===== src/rtl/net_cmd_ingress_pkg.sv =====
// Shared types for the network command ingress block: command codes, core state,
// queued entry layout and the default FIFO depth.
package net_cmd_ingress_pkg;

    localparam int unsigned DefaultDepth = 4;

    typedef enum logic [2:0] {
        CmdNop     = 3'd0,
        CmdImemWr  = 3'd1,
        CmdRegWr   = 3'd2,
        CmdPcWr    = 3'd3,
        CmdPcWrRun = 3'd4
    } net_cmd_e;

    typedef enum logic [1:0] {
        StateRun  = 2'd0,
        StateIdle = 2'd1,
        StateErr  = 2'd2
    } state_e;

    typedef struct packed {
        net_cmd_e    cmd;
        logic [9:0]  addr;
        logic [31:0] data;
    } net_entry_t;

    function automatic logic cmd_legal(logic [2:0] code);
        return code <= 3'd4;
    endfunction

endpackage


===== src/rtl/net_cmd_ingress_if.sv =====
// Network packet channel: valid/ready handshake carrying command, address, data, parity.
interface net_cmd_ingress_if;

    logic        net_valid_i;
    logic [2:0]  net_cmd_i;
    logic [9:0]  net_addr_i;
    logic [31:0] net_data_i;
    logic        net_parity_i;
    logic        net_ready_o;

    modport master (
        output net_valid_i, net_cmd_i, net_addr_i, net_data_i, net_parity_i,
        input  net_ready_o
    );

    modport slave (
        input  net_valid_i, net_cmd_i, net_addr_i, net_data_i, net_parity_i,
        output net_ready_o
    );

endinterface


===== src/rtl/net_cmd_fifo.sv =====
// Command FIFO with valid/ready push, pop strobe and full/empty flags.
// Pointers carry one extra wrap bit so full and empty are distinguishable.
module net_cmd_fifo
    import net_cmd_ingress_pkg::*;
#(
    parameter int unsigned DEPTH = DefaultDepth
) (
    input  logic       clk,
    input  logic       n_reset,
    input  logic       push_valid,
    output logic       push_ready,
    input  net_entry_t push_entry,
    input  logic       pop,
    output net_entry_t head,
    output logic       full,
    output logic       empty
);

    localparam int unsigned AW = $clog2(DEPTH);
    localparam logic [AW:0] PtrOne = (AW + 1)'(1);

    net_entry_t  mem_q [DEPTH];
    logic [AW:0] wptr_q, wptr_d;
    logic [AW:0] rptr_q, rptr_d;
    logic        push;

    assign full       = (wptr_q[AW] != rptr_q[AW]) && (wptr_q[AW-1:0] == rptr_q[AW-1:0]);
    assign empty      = (wptr_q == rptr_q);
    assign push_ready = ~full;
    // A full FIFO refuses a push even in a cycle that pops.
    assign push       = push_valid & ~full;
    assign head       = mem_q[rptr_q[AW-1:0]];

    always_comb begin
        wptr_d = wptr_q;
        rptr_d = rptr_q;
        if (push) begin
            wptr_d = wptr_q + PtrOne;
        end
        if (pop && !empty) begin
            rptr_d = rptr_q + PtrOne;
        end
    end

    always_ff @(posedge clk or negedge n_reset) begin
        if (!n_reset) begin
            wptr_q <= '0;
            rptr_q <= '0;
        end else begin
            wptr_q <= wptr_d;
            rptr_q <= rptr_d;
        end
    end

    always_ff @(posedge clk) begin
        if (push) begin
            mem_q[wptr_q[AW-1:0]] <= push_entry;
        end
    end

endmodule


===== src/rtl/net_cmd_ingress.sv =====
// Network command ingress: queues legal packets and issues them as write strobes when the
// core is not running. Optional parity check enabled by the NET_CMD_PARITY_EN macro.
module net_cmd_ingress
    import net_cmd_ingress_pkg::*;
#(
    parameter int unsigned DEPTH = DefaultDepth
) (
    input  logic                 clk,
    input  logic                 n_reset,
    net_cmd_ingress_if.slave     net,
    input  state_e               state_i,
    input  logic                 stall_i,
    output logic                 imem_we_o,
    output logic                 reg_we_o,
    output logic [9:0]           addr_o,
    output logic [31:0]          data_o,
    output logic                 pc_we_o,
    output logic                 net_PC_write_cmd_IDLE_o,
    output logic [7:0]           drop_cnt_o
);

    net_entry_t push_entry, head;
    logic       fifo_push_ready, fifo_full, fifo_empty;
    logic       accept, pkt_ok, issue;
    logic [7:0] drop_cnt_q, drop_cnt_d;

`ifdef NET_CMD_PARITY_EN
    assign pkt_ok = cmd_legal(net.net_cmd_i) &
                    ~(^{net.net_cmd_i, net.net_addr_i, net.net_data_i, net.net_parity_i});
`else
    logic unused_parity;
    assign unused_parity = net.net_parity_i;
    assign pkt_ok        = cmd_legal(net.net_cmd_i);
`endif

    // Ready is gated by reset so every output reads 0 while n_reset is low.
    assign net.net_ready_o = n_reset & ~fifo_full;
    assign accept          = net.net_valid_i & fifo_push_ready & n_reset;
    assign push_entry      = '{cmd:  net_cmd_e'(net.net_cmd_i),
                               addr: net.net_addr_i,
                               data: net.net_data_i};
    assign issue           = ~fifo_empty & ~stall_i & (state_i != StateRun);

    net_cmd_fifo #(
        .DEPTH (DEPTH)
    ) u_fifo (
        .clk        (clk),
        .n_reset    (n_reset),
        .push_valid (accept & pkt_ok),
        .push_ready (fifo_push_ready),
        .push_entry (push_entry),
        .pop        (issue),
        .head       (head),
        .full       (fifo_full),
        .empty      (fifo_empty)
    );

    always_comb begin
        drop_cnt_d = drop_cnt_q;
        if (accept && !pkt_ok && drop_cnt_q != 8'hFF) begin
            drop_cnt_d = drop_cnt_q + 8'd1;
        end
    end

    always_ff @(posedge clk or negedge n_reset) begin
        if (!n_reset) begin
            drop_cnt_q <= '0;
        end else begin
            drop_cnt_q <= drop_cnt_d;
        end
    end

    assign drop_cnt_o = drop_cnt_q;

    always_comb begin
        imem_we_o               = 1'b0;
        reg_we_o                = 1'b0;
        pc_we_o                 = 1'b0;
        net_PC_write_cmd_IDLE_o = 1'b0;
        addr_o                  = '0;
        data_o                  = '0;
        if (issue) begin
            addr_o = head.addr;
            data_o = head.data;
            case (head.cmd)
                CmdImemWr:  imem_we_o = 1'b1;
                CmdRegWr:   reg_we_o  = 1'b1;
                CmdPcWr:    pc_we_o   = 1'b1;
                CmdPcWrRun: begin
                    pc_we_o                 = 1'b1;
                    net_PC_write_cmd_IDLE_o = (state_i == StateIdle);
                end
                default: ;
            endcase
        end
    end

endmodule


===== src/flat_wrapper.sv =====
// flat-port wrapper written by rule: the top's interface ports become plain ports
module net_cmd_ingress_flat import net_cmd_ingress_pkg::*;
#(
    parameter int unsigned DEPTH = DefaultDepth
)
  (clk, n_reset, state_i, stall_i, imem_we_o, reg_we_o, addr_o, data_o, pc_we_o, net_PC_write_cmd_IDLE_o, drop_cnt_o, net_net_valid_i, net_net_cmd_i, net_net_addr_i, net_net_data_i, net_net_parity_i, net_net_ready_o);
  net_cmd_ingress_if net_i ();
  input  logic clk;
  input  logic n_reset;
  input  state_e state_i;
  input  logic stall_i;
  output logic imem_we_o;
  output logic reg_we_o;
  output logic [9:0] addr_o;
  output logic [31:0] data_o;
  output logic pc_we_o;
  output logic net_PC_write_cmd_IDLE_o;
  output logic [7:0] drop_cnt_o;
  input wire logic [$bits(net_i.net_valid_i)-1:0] net_net_valid_i;
  input wire logic [$bits(net_i.net_cmd_i)-1:0] net_net_cmd_i;
  input wire logic [$bits(net_i.net_addr_i)-1:0] net_net_addr_i;
  input wire logic [$bits(net_i.net_data_i)-1:0] net_net_data_i;
  input wire logic [$bits(net_i.net_parity_i)-1:0] net_net_parity_i;
  output wire logic [$bits(net_i.net_ready_o)-1:0] net_net_ready_o;
  assign net_i.net_valid_i = net_net_valid_i;
  assign net_i.net_cmd_i = net_net_cmd_i;
  assign net_i.net_addr_i = net_net_addr_i;
  assign net_i.net_data_i = net_net_data_i;
  assign net_i.net_parity_i = net_net_parity_i;
  assign net_net_ready_o = net_i.net_ready_o;
  net_cmd_ingress #(.DEPTH(DEPTH)) u_core (.clk(clk), .n_reset(n_reset), .net(net_i), .state_i(state_i), .stall_i(stall_i), .imem_we_o(imem_we_o), .reg_we_o(reg_we_o), .addr_o(addr_o), .data_o(data_o), .pc_we_o(pc_we_o), .net_PC_write_cmd_IDLE_o(net_PC_write_cmd_IDLE_o), .drop_cnt_o(drop_cnt_o));
endmodule

===== config.mk =====
export PLATFORM = sky130hd
export DESIGN_NAME = net_cmd_ingress_flat
export DESIGN_NICKNAME = d
export VERILOG_FILES = /design/src/rtl/net_cmd_ingress_pkg.sv /design/src/rtl/net_cmd_ingress_if.sv /design/src/rtl/net_cmd_fifo.sv /design/src/rtl/net_cmd_ingress.sv /design/src/flat_wrapper.sv
export SDC_FILE = /design/constraint.sdc
export NUM_CORES = 1
export LEC_CHECK = 0
export BUFFER_PORTS_ARGS = -buffer_cell sky130_fd_sc_hd__buf_2
export CORE_ASPECT_RATIO = 1.25
export CORE_UTILIZATION = 60
export CTS_CLUSTER_DIAMETER = 40
export DETAILED_ROUTE_END_ITERATION = 12
export PLACE_DENSITY_LB_ADDON = 0.2
export SYNTH_ARGS = -nofsm -noshare
export SYNTH_HDL_FRONTEND = slang
export SYNTH_SLANG_ARGS = --single-unit

===== constraint.sdc =====
create_clock -name clk -period 7.95 [get_ports clk]
set_input_delay 0.795 -clock clk [delete_from_list [all_inputs] [get_ports clk]]
set_output_delay 0.795 -clock clk [all_outputs]
set_load 0.005 [all_outputs]

## Word level (Yosys, flattened, before mapping)

Memory sizes are Yosys's and may differ from the RTL's.
Index checks and enable logic that the tools add are counted.

| word-level totals | value |
|---|---|
| register bits after elaboration | 14 |
| memory bits (writable) | 180 |
| input port bits | 52 |
| output and inout bits | 55 |
| word-level logic and storage cells | 47 |
| memories kept | 1 |

| cells by class | value |
|---|---|
| add/sub/neg operators | 3 |
| $lt $le $gt $ge | 1 |
| equality and inequality tests | 9 |
| multiplexer cells | 12 |
| bitwise logic cells | 10 |
| reductions and logical operators | 8 |

Memory list:

| name | depth | width | read ports | clocked after memory_dff | write ports | RTL line | RTL |
|---|---|---|---|---|---|---|---|
| u_core.u_fifo.mem_q | 4 | 45 | 1 | 0 | 1 | net_cmd_fifo.sv:22 | `net_entry_t mem_q [DEPTH];` |

Operators by type and width:

| kind | number |
|---|---|
| $mux 32 | 1 |
| $mux 1 | 10 |
| $mux 10 | 1 |
| $add 8x1->8 const B | 1 |
| $ne 8x8->1 const B | 1 |
| $and 1x1->1 | 7 |
| $add 3x1->3 const B | 2 |
| $eq 3x2->1 const B | 2 |
| $logic_and 1x1->1 | 4 |
| $eq 3x1->1 const B | 1 |
| $eq 3x3->1 | 1 |
| $eq 3x3->1 const B | 1 |
| $le 3x3->1 const B | 1 |
| $not 1->1 | 3 |
| $eq 2x1->1 const B | 1 |
| $eq 2x2->1 | 1 |
| $logic_not 1->1 | 2 |
| $reduce_bool 2->1 | 1 |
| $reduce_or 2->1 | 1 |
| $ne 1x1->1 | 1 |

## Depth between registers and ports, before layout

Gate-level depths: netlist (run 1).

| depth | value |
|---|---|
| word-level depth | 9 |
| gate-level depth with buffers | 4 |
| gate-level depth less buffers | 4 |

## By module

A second synthesis (run 1) with hierarchy kept.

| second synthesis, totals | value |
|---|---|
| cells, all modules | 387 |
| area total of the unflattened synthesis | 7,838.8 µm² |

By module, submodules not included:

| module | times used | cells each | area an instance (µm²) | sequential area each (µm²) |
|---|---|---|---|---|
| net_cmd_fifo | 1 | 284 | 6,998.0 | 5,555.3 |
| net_cmd_ingress | 1 | 103 | 840.8 | 200.2 |

## Worst setup path before layout (run 1)

Ideal clock, no wire load.

| timing path | value |
|---|---|
| path type | input to register |
| from | input port net_net_cmd_i[1] |
| to | memory u_core.u_fifo.mem_q[3][0] in the netlist's numbering, enable pin |
| setup time | 0.409 ns |
| data arrival time | 2.427 ns |
| required time | 7.541 ns |
| setup slack | 5.114 ns |
| cell stages on the path | 3 |
| buffers on the path | 0 |
| cell sequence | o21ai_0 > o311a_1 > and2_1 |

| on the way | value |
|---|---|
| longest elaborated chain between the ends | 5 |

Ends and longest elaborated chain:

| element | RTL line | RTL |
|---|---|---|
| from (decl) | flat_wrapper.sv:20 | `input wire logic [$bits(net_i.net_cmd_i)-1:0] net_net_cmd_i;` |
| $le 3x3->1 | net_cmd_ingress_pkg.sv:28 | `return code <= 3'd4;` |
| $and 1x1->1 | net_cmd_ingress.sv:49 | `.push_valid (accept & pkt_ok),` |
| $and 1x1->1 | net_cmd_fifo.sv:31 | `assign push = push_valid & ~full;` |
| $mux 1 | net_cmd_fifo.sv:56 | `if (push) begin` |
| $mux 1 (not written as such) | net_cmd_fifo.sv:57 | `mem_q[wptr_q[AW-1:0]] <= push_entry;` |
| to (decl) | net_cmd_fifo.sv:22 |  |

Every way passes these cells.

## Worst setup path after layout (run 1)

| timing path | value |
|---|---|
| from | register u_core.u_fifo.rptr_q[0] |
| to | output port reg_we_o |

| on the way | value |
|---|---|
| longest elaborated chain between the ends | 5 |
| elaborated cells between the ends (all ways) | 8 |
| those cells by class | eq/ne: 2; mux: 2; bitwise: 3; memory: 1 |

Ends and longest elaborated chain:

| element | RTL line | RTL |
|---|---|---|
| from (decl) | net_cmd_fifo.sv:24 | `logic [AW:0] rptr_q, rptr_d;` |
| from (signal assigned) | net_cmd_fifo.sv:51 | `rptr_q <= rptr_d;` |
| branches (longest 4 deep; another with $mem_v2 4x45) | n/a |  |
| $mux 1 * | net_cmd_ingress.sv:82 | `if (issue) begin` |
| to (decl) | flat_wrapper.sv:13 | `output logic reg_we_o;` |

Mark *: on every way between the ends.

==> results.ini, run 1 <==
[die]
fp.dieH_um=128
fp-row-count=45
start_util_pct=62.2
core-area_sq_um=12300
die_w_um=103
ios=107
die_area_sq_um=13200

[placement]
dp_cells=621
place_area_sq_um=8320
gp_congestion=0.672
dp_hpwl_um=7860
portBuffers=105

[routing]
drcViolationCount=0
drtIter0Drc=298
firstDrtPassIters=4
wl_per_cell_um=20.8
detail-route-antenna-nets=0
via_per_inst=5.88
num_vias=3846
drt_wl_total_um=13600

[cts]
cts_hold_buf=0
clk_latency_ps=430
clockBufferDepth=2
cts-resized-gates=0
clock_sinks=194
postCtsSetupBuffers=0
cts-root-buf=clkbuf_16
cts_buffers=17
htreeDepth=4
path_clk_slew_ps=70
cts_tree=done

[timing]
fin_worst_skew_ps=13.6
period_minus_slack_ps=4260
rsz0062_at_grt=no
finalSetupViolations=0
holdWs_ps=279
fin_crit_sh_pct=53.6
drv_slew=0
tightest_slew_ps=949
max_freq_mhz=235
slew_headroom_pct=36.7
hold_viol=0
setup_tns_ps=0

[worst_setup_path]
start_kind=flop
required_ps=7150
worstPathMaxFanout=48
crit_arrival_ps=3470
setup.worst_path.end_class=output port
criticalPathCategory=flop to output port

[logic_synthesis]
yosysSeqAreaShare_pct=75.4
synth_cell_types=34
syn_nets=424
synth_warnings=0
synth_edf_count=180
ys_ff_latch=194
synth_flop_cell=edfxtp_1
postSynthCellCount=366
synth.top_cell.area_share_pct=70.8
synth_area_leader_cell=edfxtp_1
syn_area_sq_um=7630
synthTopCellsByCount=edfxtp_1, mux4_2, and3_1
synth_most_common_cell=edfxtp_1
synthArstFlopShare_pct=7.22
synth_area_leaders=edfxtp_1, mux4_2, dfrtp_1
syn_area_per_cell_sq_um=20.8

[grt]
grtUsageTotal_pct=23.2
grt_pass1_wl_um=21500
antenna_found_initial=1
grt_max_degree=49
first_global_vias=4018
overflow=0

[power]
ir_drop_uv=227
total_power_mw=2.85
leakage_nw=3.32
cellPowerDensity_nw_per_um2=319

[run_status]
outcome=complete, no violations

[min_path]
hold_class=primary input to async pin

[layout]
postLayoutCellArea_sq_um=8910
final_nets=534
layout.area.seq_sq_um=5760
finalNonFillerCells=654
fill_cells=824
area_growth_pct=16.8
multiInputGateArea_sq_um=1780
drive_above_1_share_pct=40.1

[run]
cap_violations=0

-- layout make-up --
| type | instances | share of cell area (%) |
|---|---|---|
| diodes | 1 | 0.0281 |
| inverters | 4 | 0.169 |
| repair buffers | 110 | 6.32 |
| multi-input cells | 149 | 20.0 |
| clock buffers | 20 | 4.90 |
| flip-flops and latches | 194 | 64.7 |
| well taps | 164 | 2.30 |
| clock inverters | 12 | 1.66 |
-- per-stage QoR --
step	utilization (%)	worst slack, ps
6_report	72.6	3690
5_1_grt	72.6	3350
4_1_cts	72.6	3560
3_5_place_dp	67.8	4060
3_3_place_gp	67.8	4050
2_1_floorplan	-	5110
-- sequential cells by signal, indices dropped and copies added, names as in the netlist --
name                  cells
u_core.u_fifo.wptr_q      3
u_core.u_fifo.rptr_q      3
u_core.drop_cnt_o         8
u_core.u_fifo.mem_q     180
-- path summary, 6_finish.rpt --
check | slack (ps) | from | endpoint | depth (start not counted)
hold reg to reg | 510 | u_core.drop_cnt_o[5] | u_core.drop_cnt_o[5] | 1
min in group clk | 510 | u_core.drop_cnt_o[5] | u_core.drop_cnt_o[5] | 1
hold / removal | 280 | n_reset | u_core.drop_cnt_o[6] | 1
setup / recovery | 3690 | u_core.u_fifo.rptr_q[0] | reg_we_o | 5
setup reg to reg | 4680 | u_core.u_fifo.rptr_q[0] | u_core.u_fifo.mem_q[3][24] | 4
max in group asynchronous | 7360 | n_reset | u_core.u_fifo.rptr_q[1] | 1
-- per-layer routing --
layer	share of wire, %	track usage, %	up-vias
met3	6.2	6.11	13
li1	-	-	1729
met4	1.5	8.70	0
met5	0	0	-
met2	52	37.4	137
met1	41	30.5	1967
-- power breakdown --
group | internal, mW | switching (mW) | leakage (nW)
clock network | 0.470 | 0.361 | 0.278
logic | 0.374 | 0.309 | 1.24
registers | 1.22 | 0.113 | 1.80
total | 2.06 | 0.783 | 3.32
-- cell usage in the layout (no fill, tap or decap), drive strengths merged --
master    count
clkbuf       20
nor2          1
or3b          1
nor3          4
o21ai         2
o311ai        1
o31a          2
bufinv        2
diode         1
nand3         5
nand2         4
clkinvlp      2
or2           1
clkinv        4
o21bai        1
a41o          1
dfrtp        14
and2          5
o21a          1
and4          1
a21oi         1
and3         42
buf         110
xnor2         4
o311a         1
ha            6
xor2         10
edfxtp      180
mux4         45
nor4b         3
nor4          2
nand3b        2
inv           8
mux2          2
a21boi        1
-- worst max-delay path, cell delays in order (launching register included) --
cell and delay, ps:
dfrtp_4 1060, xor2_1 410, o31a_2 800, nand2_2 210
nor4b_1 370, buf_2 170
-- cell families after synthesis --
kind of cell	synth area share, %
flip-flops	75.4
AND/OR/NAND/NOR	5.74
multiplexers	13.6
buffers and inverters	1.31
XOR/XNOR	1.61
AO/OA/AOI/OAI	1.34
adder cells (fa/ha/maj)	0.984
(Power assumes the default switching activity.)
==> run 2, diff against run 1 <==
CORE_UTILIZATION = 57   (was 60)
clock period = 4.4 ns   (was 7.95 ns; I/O delays follow)
==> results.ini, run 2 (synthesis results as in run 1) <==
[worst_setup_path]
setup.worst_path.end_class=output port  ; unchanged
rr_endpoint=u_core.u_fifo.mem_q[1][26]  ; was u_core.u_fifo.mem_q[3][24]
required_ps=3960  ; was 7150 ps
cp_cell_sequence=buf_4 -> mux4_2 -> or3b_1 -> a21oi_1 -> buf_2  ; was xor2_1 -> o31a_2 -> nand2_2 -> nor4b_1 -> buf_2
start_kind=flop  ; unchanged
r2r_cells=4  ; unchanged
r2r-start=u_core.u_fifo.rptr_q[0]  ; unchanged
crit_end=pc_we_o  ; was reg_we_o
slowest_stage=dfrtp_4  ; unchanged
crit_arrival_ps=2990  ; was 3470 ps
r2r_slack_ps=1460  ; was 4680 ps
cpPeakStageDelay_ps=810  ; was 1060 ps
criticalPathCategory=flop to output port  ; unchanged
crit_path_start=u_core.u_fifo.rptr_q[0]  ; unchanged
worstPathMaxFanout=28  ; was 48

[grt]
overflow=0  ; unchanged
grt_use_met2_pct=36.5  ; was 37.4%
grtUsageTotal_pct=21.4  ; was 23.2%
grt_pass1_wl_um=21600  ; was 21500 um
gr-usage-met3_pct=4.56  ; was 6.11%
first_global_vias=4056  ; was 4018
grt-busiest-layer=met2  ; unchanged
antenna_found_initial=1  ; unchanged
grt_max_degree=48  ; was 49
met1_usage_pct=26.6  ; was 30.5%

[timing]
fin_worst_skew_ps=6.94  ; was 13.6 ps
holdWs_ps=213  ; was 279 ps
setup_tns_ps=0  ; unchanged
drv_slew=0  ; unchanged
hold_viol=0  ; unchanged
fin_crit_sh_pct=78.1
rsz0062_at_grt=no  ; unchanged
slew_headroom_pct=38.2  ; was 36.7%
max_freq_mhz=291
tightest_slew_ps=926  ; was 949 ps
period_minus_slack_ps=3430
finalSetupViolations=0  ; unchanged

[routing]
num_vias=3897  ; was 3846
drcViolationCount=0  ; unchanged
detail-route-antenna-nets=0  ; unchanged
via_per_inst=5.90  ; was 5.88
firstDrtPassIters=4  ; unchanged
drtIter0Drc=223  ; was 298
wl_per_cell_um=21.1  ; was 20.8 um
drt_wl_total_um=13900  ; was 13600 um

[power]
seq_power_share_pct=44.9  ; was 46.8%
switchingPower_mw=1.45  ; was 0.783 mW
clkPwrFrac_pct=30.0  ; was 29.2%
combPwrFrac_pct=25.1  ; was 24.0%
ir_drop_uv=387  ; was 227 uV
leakage_nw=3.35  ; was 3.32 nW
switching_share_pct=27.6  ; was 27.5%
intPower_mw=3.80  ; was 2.06 mW
cellPowerDensity_nw_per_um2=585  ; was 319 nW/um^2
total_power_mw=5.25  ; was 2.85 mW

[cts]
cts-root-buf=clkbuf_16  ; unchanged
path_clk_slew_ps=70  ; about the same
postCtsSetupBuffers=0  ; unchanged
cts_buffers=17  ; unchanged
clock_sinks=194  ; unchanged
clk_latency_ps=430  ; about the same
clockBufferDepth=2  ; unchanged
htreeDepth=4  ; unchanged
cts_tree=done  ; unchanged

[placement]
gp_congestion=0.727  ; was 0.672
place_area_sq_um=8360  ; was 8320 sq um
portBuffers=105  ; unchanged
dp_hpwl_um=8010  ; was 7860 um

[die]
die_area_sq_um=13900  ; was 13200 sq um
core-area_sq_um=12900  ; was 12300 sq um
fp.dieH_um=131  ; was 128 um
ios=107  ; unchanged
die_w_um=105  ; was 103 um
start_util_pct=59.2  ; was 62.2%
fp-row-count=46  ; was 45

[layout]
postLayoutCellArea_sq_um=8970  ; was 8910 sq um
largest_reg_flops=180  ; unchanged
area_growth_pct=17.6  ; was 16.8%
layout_common_cells=edfxtp_1, buf_2, mux4_2, and3_1, clkbuf_16  ; unchanged
final_nets=537  ; was 534
final_common_cell=edfxtp_1  ; unchanged
drive_above_1_share_pct=40.4  ; was 40.1%
antennaDiodeCount=0  ; was 1

[run]
cap_violations=0  ; unchanged

[min_path]
hold_class=primary input to flop  ; was primary input to async pin

[run_status]
outcome=complete, no violations  ; unchanged

==> run 2: changes by cell type in the layout (fill, tap and decap cells not counted), sizes merged <==
cell,previous run,this run
clkbuf,20,19
inv,8,10
diode,1,0
bufinv,2,3
buf,110,112
dlygate4sd3,0,1
clkinv,4,2
==> run 2: worst max-delay path, delay by kind of cell, from the launching register on <==
| kind | cells | cell delay [ps] |
|---|---|---|
| DFF | 1 | 810 |
| buffers and inverters | 2 | 630 |
| muxes | 1 | 620 |
| and+or+nand+nor | 1 | 380 |
| AOI/OAI and AO/OA | 1 | 130 |
==> run 2: power by group through the flow <==
stage | Combinational [mW] | Clock [mW] | Sequential [mW]
floorplan | 0.986 | 0 | 2.31
global placement | 1.30 | 0 | 2.39
detailed placement | 1.33 | 0 | 2.40
CTS | 1.34 | 1.60 | 2.36
global route | 1.42 | 1.66 | 2.38
finish | 1.32 | 1.58 | 2.36
==> run 2: cell type report <==
cell class | count | area [sq um]
Sequential cell | 194 | 5760
Fill cell | 847 | 3920
Multi-Input combinational cell | 149 | 1780
Timing Repair Buffer | 113 | 601
Clock buffer | 19 | 433
Tap cell | 168 | 210
Clock inverter | 13 | 174
Inverter | 4 | 15.0
==> run 2: metal layers <==
layer	vias to the layer above	wire (um)	share of wire, %
met5	-	13	0.093
met4	2	246	1.8
met3	21	646	4.6
met2	123	7360	53
met1	2010	5680	41
li1	1741	-	-
==> run 2: metrics by stage <==
| stage | setup slack, ps | utilization [%] | std cells |
|---|---|---|---|
| final | 965 | 69.6 | 660 |
| after global routing | 726 | 69.6 | 660 |
| after CTS | 883 | 69.6 | 660 |
| after detailed placement | 1340 | 64.8 | 627 |
| after global placement | 1360 | 64.8 | 627 |
| after floorplan | 1800 | - | 366 |
==> run 2: worst min path at each step <==
stage,endpoint,cells after the start,from
after floorplan,u_core.drop_cnt_o[0],0,n_reset
after global placement,u_core.u_fifo.wptr_q[0],1,n_reset
after detailed placement,u_core.drop_cnt_o[7],1,n_reset
after CTS,u_core.u_fifo.mem_q[3][13],1,net_net_data_i[13]
after global routing,u_core.u_fifo.mem_q[3][13],1,net_net_data_i[13]
final,u_core.u_fifo.mem_q[1][13],1,net_net_data_i[13]
==> run 2: timing repair <==
| action | in CTS | in global routing |
|---|---|---|
| hold endpoints to repair | 14 | 0 |
| hold buffers | 1 | 0 |
| resized for setup | 0 | 0 |
| endpoints found under the setup margin | 0 | 0 |
